--- config.mk ---
export PLATFORM = sky130hd
export DESIGN_NAME = frame_bank_scheduler_flat
export DESIGN_NICKNAME = d
export VERILOG_FILES = /design/src/rtl/frame_bank_scheduler_if.sv /design/src/rtl/frame_bank_scheduler.sv /design/src/flat_wrapper.sv
export SDC_FILE = /design/constraint.sdc
export NUM_CORES = 1
export LEC_CHECK = 0
export CAP_MARGIN = 30
export CELL_PAD_IN_SITES_DETAIL_PLACEMENT = 0
export CELL_PAD_IN_SITES_GLOBAL_PLACEMENT = 1
export CORE_UTILIZATION = 32
export CTS_BUF_LIST = sky130_fd_sc_hd__clkbuf_2 sky130_fd_sc_hd__clkbuf_4 sky130_fd_sc_hd__clkbuf_8
export DETAILED_ROUTE_END_ITERATION = 10
export GPL_TIMING_DRIVEN = 0
export PLACE_DENSITY_LB_ADDON = 0.2
export SYNTH_ARGS = -nofsm -noshare
export SYNTH_HDL_FRONTEND = slang
export SYNTH_SLANG_ARGS = --single-unit
--- constraint.sdc ---
create_clock -name clk -period 2.63 [get_ports clk]
set_clock_uncertainty 0.05 [all_clocks]
set_input_delay 0.263 -clock clk [delete_from_list [all_inputs] [get_ports clk]]
set_output_delay 0.263 -clock clk [all_outputs]
set_load 0.1 [all_outputs]
--- src/rtl/frame_bank_scheduler_if.sv ---
// Bus bundle between the frame bank scheduler and its environment: pixel
// stream, the four frame banks, the flow-engine pair handshake and the read port.
interface frame_bank_scheduler_if #(
  parameter int unsigned ADDR_W = 14,
  parameter int unsigned DATA_W = 8
);
  logic [DATA_W-1:0]   pixel_data;
  logic                pixel_valid;
  logic [3:0]          bank_ce;
  logic [3:0]          bank_wre;
  logic [4*ADDR_W-1:0] bank_ad;
  logic [DATA_W-1:0]   bank_din;
  logic [4*DATA_W-1:0] bank_dout;
  logic                pair_ready;
  logic                pair_start;
  logic                pair_done;
  logic                rd_req;
  logic [ADDR_W-1:0]   rd_addr;
  logic                rd_ready;
  logic                rd_valid;
  logic [DATA_W-1:0]   rd_prev;
  logic [DATA_W-1:0]   rd_curr;
  logic                frame_drop;
  logic [7:0]          drop_cnt;

  // Scheduler side
  modport slave (
    input  pixel_data, pixel_valid, bank_dout, pair_start, pair_done, rd_req, rd_addr,
    output bank_ce, bank_wre, bank_ad, bank_din, pair_ready, rd_ready, rd_valid,
           rd_prev, rd_curr, frame_drop, drop_cnt
  );

  // Environment side (pixel source, banks, flow engine)
  modport master (
    output pixel_data, pixel_valid, bank_dout, pair_start, pair_done, rd_req, rd_addr,
    input  bank_ce, bank_wre, bank_ad, bank_din, pair_ready, rd_ready, rd_valid,
           rd_prev, rd_curr, frame_drop, drop_cnt
  );
endinterface

--- src/rtl/frame_bank_scheduler.sv ---
// Frame bank scheduler: rotates the pixel writer over four single-port banks,
// publishes finished frames, locks the two newest adjacent frames for the flow
// engine and serves their pixels as an aligned pair with two-cycle latency.
module frame_bank_scheduler #(
  parameter int unsigned ADDR_W       = 14,
  parameter int unsigned FRAME_PIXELS = 16384,
  parameter int unsigned DATA_W       = 8
) (
  input  logic                   clk,
  input  logic                   reset,
  frame_bank_scheduler_if.slave  bus
);

  typedef enum logic {IDLE, BUSY} rd_state_e;

  localparam logic [ADDR_W-1:0] LAST_PIX = ADDR_W'(FRAME_PIXELS - 1);

  rd_state_e         state_q, state_d;
  logic [1:0]        wp_q, wp_d;
  logic [1:0]        latest_q, latest_d;
  logic [1:0]        prev_q, prev_d;
  logic [1:0]        curr_q, curr_d;
  logic [ADDR_W-1:0] pix_cnt_q, pix_cnt_d;
  logic [1:0]        valid_frames_q, valid_frames_d;
  logic              fresh_q, fresh_d;
  logic [7:0]        drop_cnt_q, drop_cnt_d;
  logic              frame_drop_q, frame_drop_d;

  logic              rd_s1_q;
  logic [1:0]        rd_s1_prev_q, rd_s1_curr_q;
  logic              rd_valid_q;
  logic [DATA_W-1:0] rd_prev_q, rd_curr_q;

  logic              wr_en, rd_en, frame_end, next_locked, publish, drop;
  logic              pair_ready, start;
  logic [1:0]        next_bank;
  logic [DATA_W-1:0] dout_prev, dout_curr;
  logic [3:0]        ce_c, wre_c;
  logic [4*ADDR_W-1:0] ad_c;

  // Frame bookkeeping, drop decision and reader FSM next state
  always_comb begin
    wr_en       = bus.pixel_valid & reset;
    rd_en       = bus.rd_req & (state_q == BUSY);
    frame_end   = wr_en && (pix_cnt_q == LAST_PIX);
    next_bank   = wp_q + 2'd1;
    // A pair_done in the same cycle frees the locks before the check
    next_locked = (state_q == BUSY) && !bus.pair_done &&
                  ((next_bank == prev_q) || (next_bank == curr_q));
    publish     = frame_end && !next_locked;
    drop        = frame_end && next_locked;
    pair_ready  = (state_q == IDLE) && (valid_frames_q == 2'd2) && fresh_q;
    start       = pair_ready && bus.pair_start;

    state_d        = state_q;
    wp_d           = wp_q;
    latest_d       = latest_q;
    prev_d         = prev_q;
    curr_d         = curr_q;
    pix_cnt_d      = pix_cnt_q;
    valid_frames_d = valid_frames_q;
    fresh_d        = fresh_q;
    drop_cnt_d     = drop_cnt_q;
    frame_drop_d   = drop;

    if (wr_en) pix_cnt_d = frame_end ? '0 : pix_cnt_q + ADDR_W'(1);

    if (publish) begin
      latest_d       = wp_q;
      valid_frames_d = (valid_frames_q == 2'd2) ? 2'd2 : valid_frames_q + 2'd1;
      fresh_d        = 1'b1;
      wp_d           = next_bank;
    end
    if (drop) begin
      valid_frames_d = '0;
      if (drop_cnt_q != '1) drop_cnt_d = drop_cnt_q + 8'd1;
    end

    unique case (state_q)
      IDLE: if (start) begin
        // Pair latched from pre-publish state; a simultaneous publish keeps fresh
        state_d = BUSY;
        curr_d  = latest_q;
        prev_d  = latest_q - 2'd1;
        if (!publish) fresh_d = 1'b0;
      end
      BUSY: if (bus.pair_done) state_d = IDLE;
      default: state_d = IDLE;
    endcase
  end

  // State registers
  always_ff @(posedge clk or negedge reset) begin
    if (!reset) begin
      state_q        <= IDLE;
      wp_q           <= '0;
      latest_q       <= '0;
      prev_q         <= '0;
      curr_q         <= '0;
      pix_cnt_q      <= '0;
      valid_frames_q <= '0;
      fresh_q        <= 1'b0;
      drop_cnt_q     <= '0;
      frame_drop_q   <= 1'b0;
    end else begin
      state_q        <= state_d;
      wp_q           <= wp_d;
      latest_q       <= latest_d;
      prev_q         <= prev_d;
      curr_q         <= curr_d;
      pix_cnt_q      <= pix_cnt_d;
      valid_frames_q <= valid_frames_d;
      fresh_q        <= fresh_d;
      drop_cnt_q     <= drop_cnt_d;
      frame_drop_q   <= frame_drop_d;
    end
  end

  // Bank port steering: write bank and locked read banks never coincide
  always_comb begin
    ce_c  = '0;
    wre_c = '0;
    ad_c  = '0;
    for (int unsigned b = 0; b < 4; b++) begin
      if (wr_en && (wp_q == b[1:0])) begin
        ce_c[b]                  = 1'b1;
        wre_c[b]                 = 1'b1;
        ad_c[b*ADDR_W +: ADDR_W] = pix_cnt_q;
      end
      if (rd_en && ((prev_q == b[1:0]) || (curr_q == b[1:0]))) begin
        ce_c[b]                  = 1'b1;
        ad_c[b*ADDR_W +: ADDR_W] = bus.rd_addr;
      end
    end
  end

  // Select the bank outputs belonging to the read issued last cycle
  always_comb begin
    dout_prev = '0;
    dout_curr = '0;
    for (int unsigned b = 0; b < 4; b++) begin
      if (rd_s1_prev_q == b[1:0]) dout_prev = bus.bank_dout[b*DATA_W +: DATA_W];
      if (rd_s1_curr_q == b[1:0]) dout_curr = bus.bank_dout[b*DATA_W +: DATA_W];
    end
  end

  // Read pipeline; bank indices travel with each request so in-flight reads
  // survive a pair_done / new pair_start
  always_ff @(posedge clk or negedge reset) begin
    if (!reset) begin
      rd_s1_q      <= 1'b0;
      rd_s1_prev_q <= '0;
      rd_s1_curr_q <= '0;
      rd_valid_q   <= 1'b0;
      rd_prev_q    <= '0;
      rd_curr_q    <= '0;
    end else begin
      rd_s1_q    <= rd_en;
      rd_valid_q <= rd_s1_q;
      if (rd_en) begin
        rd_s1_prev_q <= prev_q;
        rd_s1_curr_q <= curr_q;
      end
      if (rd_s1_q) begin
        rd_prev_q <= dout_prev;
        rd_curr_q <= dout_curr;
      end
    end
  end

  assign bus.bank_ce    = ce_c;
  assign bus.bank_wre   = wre_c;
  assign bus.bank_ad    = ad_c;
  assign bus.bank_din   = bus.pixel_data;
  assign bus.pair_ready = pair_ready;
  assign bus.rd_ready   = (state_q == BUSY);
  assign bus.rd_valid   = rd_valid_q;
  assign bus.rd_prev    = rd_prev_q;
  assign bus.rd_curr    = rd_curr_q;
  assign bus.frame_drop = frame_drop_q;
  assign bus.drop_cnt   = drop_cnt_q;

endmodule

--- src/flat_wrapper.sv ---
// flat-port wrapper written by rule: the top's interface ports become plain ports
module frame_bank_scheduler_flat 
#(
  parameter int unsigned ADDR_W       = 14,
  parameter int unsigned FRAME_PIXELS = 16384,
  parameter int unsigned DATA_W       = 8
)
  (clk, reset, bus_pixel_data, bus_pixel_valid, bus_bank_dout, bus_pair_start, bus_pair_done, bus_rd_req, bus_rd_addr, bus_bank_ce, bus_bank_wre, bus_bank_ad, bus_bank_din, bus_pair_ready, bus_rd_ready, bus_rd_valid, bus_rd_prev, bus_rd_curr, bus_frame_drop, bus_drop_cnt);
  frame_bank_scheduler_if #(.ADDR_W(ADDR_W), .DATA_W(DATA_W)) bus_i ();
  input  logic clk;
  input  logic reset;
  input wire logic [$bits(bus_i.pixel_data)-1:0] bus_pixel_data;
  input wire logic [$bits(bus_i.pixel_valid)-1:0] bus_pixel_valid;
  input wire logic [$bits(bus_i.bank_dout)-1:0] bus_bank_dout;
  input wire logic [$bits(bus_i.pair_start)-1:0] bus_pair_start;
  input wire logic [$bits(bus_i.pair_done)-1:0] bus_pair_done;
  input wire logic [$bits(bus_i.rd_req)-1:0] bus_rd_req;
  input wire logic [$bits(bus_i.rd_addr)-1:0] bus_rd_addr;
  output wire logic [$bits(bus_i.bank_ce)-1:0] bus_bank_ce;
  output wire logic [$bits(bus_i.bank_wre)-1:0] bus_bank_wre;
  output wire logic [$bits(bus_i.bank_ad)-1:0] bus_bank_ad;
  output wire logic [$bits(bus_i.bank_din)-1:0] bus_bank_din;
  output wire logic [$bits(bus_i.pair_ready)-1:0] bus_pair_ready;
  output wire logic [$bits(bus_i.rd_ready)-1:0] bus_rd_ready;
  output wire logic [$bits(bus_i.rd_valid)-1:0] bus_rd_valid;
  output wire logic [$bits(bus_i.rd_prev)-1:0] bus_rd_prev;
  output wire logic [$bits(bus_i.rd_curr)-1:0] bus_rd_curr;
  output wire logic [$bits(bus_i.frame_drop)-1:0] bus_frame_drop;
  output wire logic [$bits(bus_i.drop_cnt)-1:0] bus_drop_cnt;
  assign bus_i.pixel_data = bus_pixel_data;
  assign bus_i.pixel_valid = bus_pixel_valid;
  assign bus_i.bank_dout = bus_bank_dout;
  assign bus_i.pair_start = bus_pair_start;
  assign bus_i.pair_done = bus_pair_done;
  assign bus_i.rd_req = bus_rd_req;
  assign bus_i.rd_addr = bus_rd_addr;
  assign bus_bank_ce = bus_i.bank_ce;
  assign bus_bank_wre = bus_i.bank_wre;
  assign bus_bank_ad = bus_i.bank_ad;
  assign bus_bank_din = bus_i.bank_din;
  assign bus_pair_ready = bus_i.pair_ready;
  assign bus_rd_ready = bus_i.rd_ready;
  assign bus_rd_valid = bus_i.rd_valid;
  assign bus_rd_prev = bus_i.rd_prev;
  assign bus_rd_curr = bus_i.rd_curr;
  assign bus_frame_drop = bus_i.frame_drop;
  assign bus_drop_cnt = bus_i.drop_cnt;
  frame_bank_scheduler #(.ADDR_W(ADDR_W), .FRAME_PIXELS(FRAME_PIXELS), .DATA_W(DATA_W)) u_core (.clk(clk), .reset(reset), .bus(bus_i));
endmodule
Yosys cells after proc, flatten, opt, wreduce, memory -nomap -nowiden
Cells that the tools add are included.
{ "classes": {"n_addsub": 5, "n_eq_ne": 20, "muxes": 35, "bitwise_logic": 3, "reduce_logical": 31} }
{ "ops": {"columns": ["cell", "count"], "rows": [
  ["$mux 14", 9],
  ["$mux 8", 8],
  ["$eq 2x2->1 const B", 11],
  ["$logic_and 1x1->1", 16],
  ["$add 14x1->14 const B", 1],
  ["$eq 14x14->1 const B", 1],
  ["$mux 1", 14],
  ["$eq 2x1->1 const B", 5],
  ["$logic_not 2->1", 5],
  ["$add 8x1->8 const B", 1],
  ["$ne 8x8->1 const B", 1],
  ["$mux 2", 3],
  ["$logic_or 1x1->1", 5],
  ["$add 2x1->2 const B", 2],
  ["$eq 2x2->1", 2],
  ["$reduce_and 2->1", 2],
  ["$and 1x1->1", 2],
  ["$logic_not 1->1", 2],
  ["$pmux 1 s2", 1],
  ["$reduce_bool 2->1", 1],
  ["$sub 2x1->2 const B", 1],
  ["$not 1->1", 1]
]} }
{ "totals": {"ff_bits": 57, "input_bits": 60, "out_inout_bits": 100, "wordCells": 110} }

Depth between registers and ports, before layout
{ "logic_depth": {"ltp_word": 10, "mapped_depth": 8, "depth_no_buf": 7} }

Least setup slack after synthesis
OpenSTA, ideal clock, no wires.
{ "synth_timing": {"path_type": "register to output", "from": "register u_core.wp_q[0]", "to": "output bus_bank_ad[46]", "t_arrival_ns": 4.233, "required_time_ns": 2.317, "setup_slack_ns": -1.916, "stages_incl_launch_ff": 7, "path_buffers": 2, "cell_sequence": "dfrtp_1 > ha_1 > and3_1 > clkbuf_1 > clkbuf_1 > nand2_1 > o21ai_0"} }
{ "synth_between": {"elab_chain_len": 4} }
{ "synth_rtl": {"columns": ["item", "line_no", "text"], "rows": [
  ["start, declared", "frame_bank_scheduler.sv:19", "logic [1:0] wp_q, wp_d;"],
  ["start signal, assigned", "frame_bank_scheduler.sv:107", "wp_q <= wp_d;"],
  ["$eq 2x2->1", "frame_bank_scheduler.sv:125", "if (wr_en && (wp_q == b[1:0])) begin"],
  ["$logic_and 1x1->1", "frame_bank_scheduler.sv:125", null],
  ["$mux 14", "frame_bank_scheduler.sv:125", null],
  ["$mux 14", "frame_bank_scheduler.sv:130", "if (rd_en && ((prev_q == b[1:0]) || (curr_q == b[1:0]))) begin"],
  ["end, declared", "flat_wrapper.sv:21", "output wire logic [$bits(bus_i.bank_ad)-1:0] bus_bank_ad;"]
]} }
Every way passes these cells.

Final worst setup path
{ "layout_timing": {"from": "input reset", "to": "output bus_bank_wre[3]"} }
{ "layout_between": {"elab_chain_len": 3} }
{ "layout_rtl": {"columns": ["item", "line_no", "text"], "rows": [
  ["start, declared", "flat_wrapper.sv:11", "input logic reset;"],
  ["$and 1x1->1", "frame_bank_scheduler.sv:43", "wr_en = bus.pixel_valid & reset;"],
  ["$logic_and 1x1->1", "frame_bank_scheduler.sv:125", null],
  ["$mux 1", "frame_bank_scheduler.sv:125", null],
  ["end, declared", "flat_wrapper.sv:20", "output wire logic [$bits(bus_i.bank_wre)-1:0] bus_bank_wre;"]
]} }
Every way passes these cells.

==> flow_summary.toml <==
[outcome]
status = "complete, but fails checks"
violations = "design-rule violations"

[yosys]
synthCells = 441
synthAdderAreaFrac = 0.02580
syn_avg_cell_area_um2 = 8.798
muxShareOfSynthArea = 0.1622
async_reset_ff_frac = 1.000
synth_area_um2 = 3880
synth.yosys.seq_area_share = 0.3676
synth_cell_type_count = 38
yosys.area_share.simple = 0.2867
ys.flop_type = "dfrtp_1"
synth-compound-area-share = 0.04160
synthXorXnorAreaFrac = 0.05418
synth_edf_count = 0
yosys_warnings = 0
synth_nets = 509
synth_top_family_by_area = "simple AND/OR/NAND/NOR gates"
yosys_register_bits = 57

[setup_path]
cpMaxStageDelayCell = "clkdlybuf4s18_2"
worstPathMaxFanout = 10
cp.arrival_ps = 2260
required_ps = 2320
path_cells = "dlygate4sd3_1 > buf_2 > and3_1 > clkbuf_4 > clkdlybuf4s18_2"
start_kind = "primary input"
max_stage_delay_ps = 560
endpoint_kind = "output port"
critical_path_class = "primary input to output port"

[pwr]
leakagePower_nw = 2.755
ir_drop_mv = 0.2317
finalPower_mw = 2.567
p_per_area_nw_per_um2 = 429.1

[placed_design]
numPortBuffers = 151
gp_congestion = 0.7773
dp_slack_ps = -1134
dpl.hpwl_um = 8948

[routing]
routed_via_density = 4.965
drt_iter0_markers = 178
drc = 16
finalWirelength_um = 12120
antenna_left = 0
wl_per_cell_um = 16.11
vias = 3734
first_pass_iters = 8

[cts]
clock_latency_ps = 340
clockBufferDepth = 2
post_cts_buffers = 0
cts_tree = "built"
root_buffer = "clkbuf_8"
clk_pin_slew_ps = 70
numCtsBuffers = 9
numClockSinks = 57
htree_levels = 3

[sta]
period_needed_ps = 2577
fin_crit_sh = 0.9797
tightest_slew_ps = 995.2
max_freq_mhz = 388.1
maxSlewHeadroom = 0.3344
finalSetupViolCount = 0
maxSlewViolCount = 0
final-hold-violation-count = 0
fin_hold_ws_ps = 336.4
setup_ws_ps = 53.28
rsz0062_at_grt = "yes"

[grt]
overflow = 0
antenna_found_initial = 0
grt_usage = 0.1979
grt_max_degree = 37
grt_pass1_wl_um = 19650
grt_pass1_vias = 3722

[floorplan]
ioPinCount = 160
die_h_um = 112.1
initial_utilization = 0.3341
fp.dieW_um = 112.1
fp.dieArea_um2 = 12570
row_count = 39
core_area_um2 = 11610

[layout]
antennaDiodeCount = 0
utilization = 0.5152
nNetsFinal = 672
syn2layout_area_growth_pct = 54.21
num-fill-cells = 1108
layout-drive-gt1-share = 0.3465

[hold_path]
hold_class = "register to register"

[flow_run]
maxCapViolCount = 0
cells in the mapped netlist (2+ instances only):
| cell type | instances | area share |
|---|---|---|
| o21ai_0 | 25 | 0.032 |
| and4_1 | 2 | 0.0045 |
| nor4b_2 | 2 | 0.0077 |
| o22ai_1 | 2 | 0.0032 |
| buf_1 | 4 | 0.0039 |
| dfrtp_1 | 57 | 0.37 |
| ha_1 | 8 | 0.026 |
| buf_4 | 8 | 0.015 |
| xor2_1 | 14 | 0.032 |
| nand2b_1 | 3 | 0.0048 |
| and2_1 | 2 | 0.0032 |
| clkbuf_1 | 19 | 0.018 |
| inv_1 | 10 | 0.0097 |
| and2_0 | 3 | 0.0048 |
| xnor2_1 | 10 | 0.023 |
| mux2_2 | 22 | 0.064 |
| and3_1 | 8 | 0.013 |
| nand3_1 | 49 | 0.063 |
| nor2_1 | 10 | 0.0097 |
| nand4_1 | 4 | 0.0064 |
| buf_2 | 7 | 0.0090 |
| nor4_2 | 3 | 0.0097 |
| a22oi_1 | 2 | 0.0039 |
| mux4_2 | 16 | 0.093 |
| nand2_1 | 138 | 0.13 |
per-stage QoR:
stage	std cells	cell area, um^2	TNS, ps
6_report	752	5983	0
4_1_cts	751	5947	0
3_5_place_dp	737	5803	-50050
5_1_grt	752	5983	-32.09
2_1_floorplan	441	4083	0
3_3_place_gp	735	5773	-274980
what timing repair did:
action / in CTS / in global routing
endpoints found under the setup margin: 64 / 59
resized for setup: 328 / 18
endpoints found under the hold margin: 21 / 0
hold buffers: 2 / 0
pin swaps: 0 / 0
flip-flops by register name, summed over array words and instances, names as in the netlist:
signal,count
u_core.bus.drop_cnt,8
u_core.bus.rd_prev,8
u_core.bus.rd_curr,8
u_core.rd_s1_prev_q,2
u_core.bus.rd_ready,1
u_core.fresh_q,1
u_core.latest_q,2
u_core.prev_q,2
u_core.wp_q,2
u_core.bus.rd_valid,1
u_core.pix_cnt_q,14
u_core.rd_s1_q,1
u_core.bus.frame_drop,1
u_core.curr_q,2
u_core.valid_frames_q,2
u_core.rd_s1_curr_q,2
cell type report:
cell class	instances	area [um^2]	share of cell area
clock inverter	2	35.03	0.005855
timing repair buffer	156	1496	0.2501
inverter	10	37.54	0.006274
clock buffer	14	180.2	0.03011
multi-input combinational	334	2411	0.4030
tap	143	178.9	0.02990
sequential	57	1429	0.2388
buffer	36	215.2	0.03597
metal layers:
| layer | wire length (um) | GRT usage | share of wire | vias to the layer above |
|---|---|---|---|---|
| li1 | - | - | - | 1815 |
| met3 | 887 | 0.05454 | 0.073 | 4 |
| met1 | 5443 | 0.2741 | 0.45 | 1798 |
| met2 | 5734 | 0.3147 | 0.47 | 117 |
| met5 | 0 | 0 | 0 | - |
| met4 | 51 | 0.03111 | 0.0042 | 0 |
worst paths after layout:
kind | start | endpoint | slack [ps] | cells past startpoint
setup reg to reg | u_core.wp_q[0] | u_core.wp_q[1] | 200 | 8
max in group asynchronous | reset | u_core.bus.rd_prev[2] | 1230 | 4
hold reg to reg | u_core.rd_s1_q | u_core.bus.rd_valid | 340 | 0
min in group asynchronous | reset | u_core.bus.rd_curr[5] | 510 | 3
hold / removal | u_core.rd_s1_q | u_core.bus.rd_valid | 340 | 0
setup / recovery | reset | bus_bank_wre[3] | 50 | 5
where the power goes:
group | leakage, nW | total, mW | switching (mW) | internal [mW]
sequential | 0.748 | 0.968 | 0.0376 | 0.931
combinational | 1.89 | 0.718 | 0.477 | 0.241
clock | 0.114 | 0.882 | 0.347 | 0.535
total | 2.75 | 2.57 | 0.861 | 1.71
logic make-up (layout without fill, tap and decap cells):
group,Yosys count,count (layout)
xor gates and xnor gates,24,24
and+or+nand+nor,232,232
adders and majority gates,8,8
muxes,40,40
buffers and inverters,50,218
AOI/OAI and AO/OA,30,30
DFF,57,57
worst max-delay path: cells and delay by family:
kind | cells | cell delay, ps
buffers and inverters | 4 | 1610
and+or+nand+nor | 1 | 380
cell usage in the layout (no fill, tap or decap), types with 5 or more instances in the layout:
cell type        count
xnor2_1             10
buf_4               49
o21ai_0             11
clkdlybuf4s15_2     18
clkbuf_2             5
xor2_1              14
clkdlybuf4s50_1     85
and3_1               6
and2_1               5
clkbuf_4             6
mux4_2              16
ha_1                 8
clkbuf_8            12
dfrtp_1             55
nand2_1            108
nand2_2             30
mux2_2              22
nand3_1             49
clkbuf_1             6
buf_2               13
o21ai_2              5
inv_1               10
o21ai_4              9
nor2_1              10
Note: power is estimated with default switching activity, not from simulation.
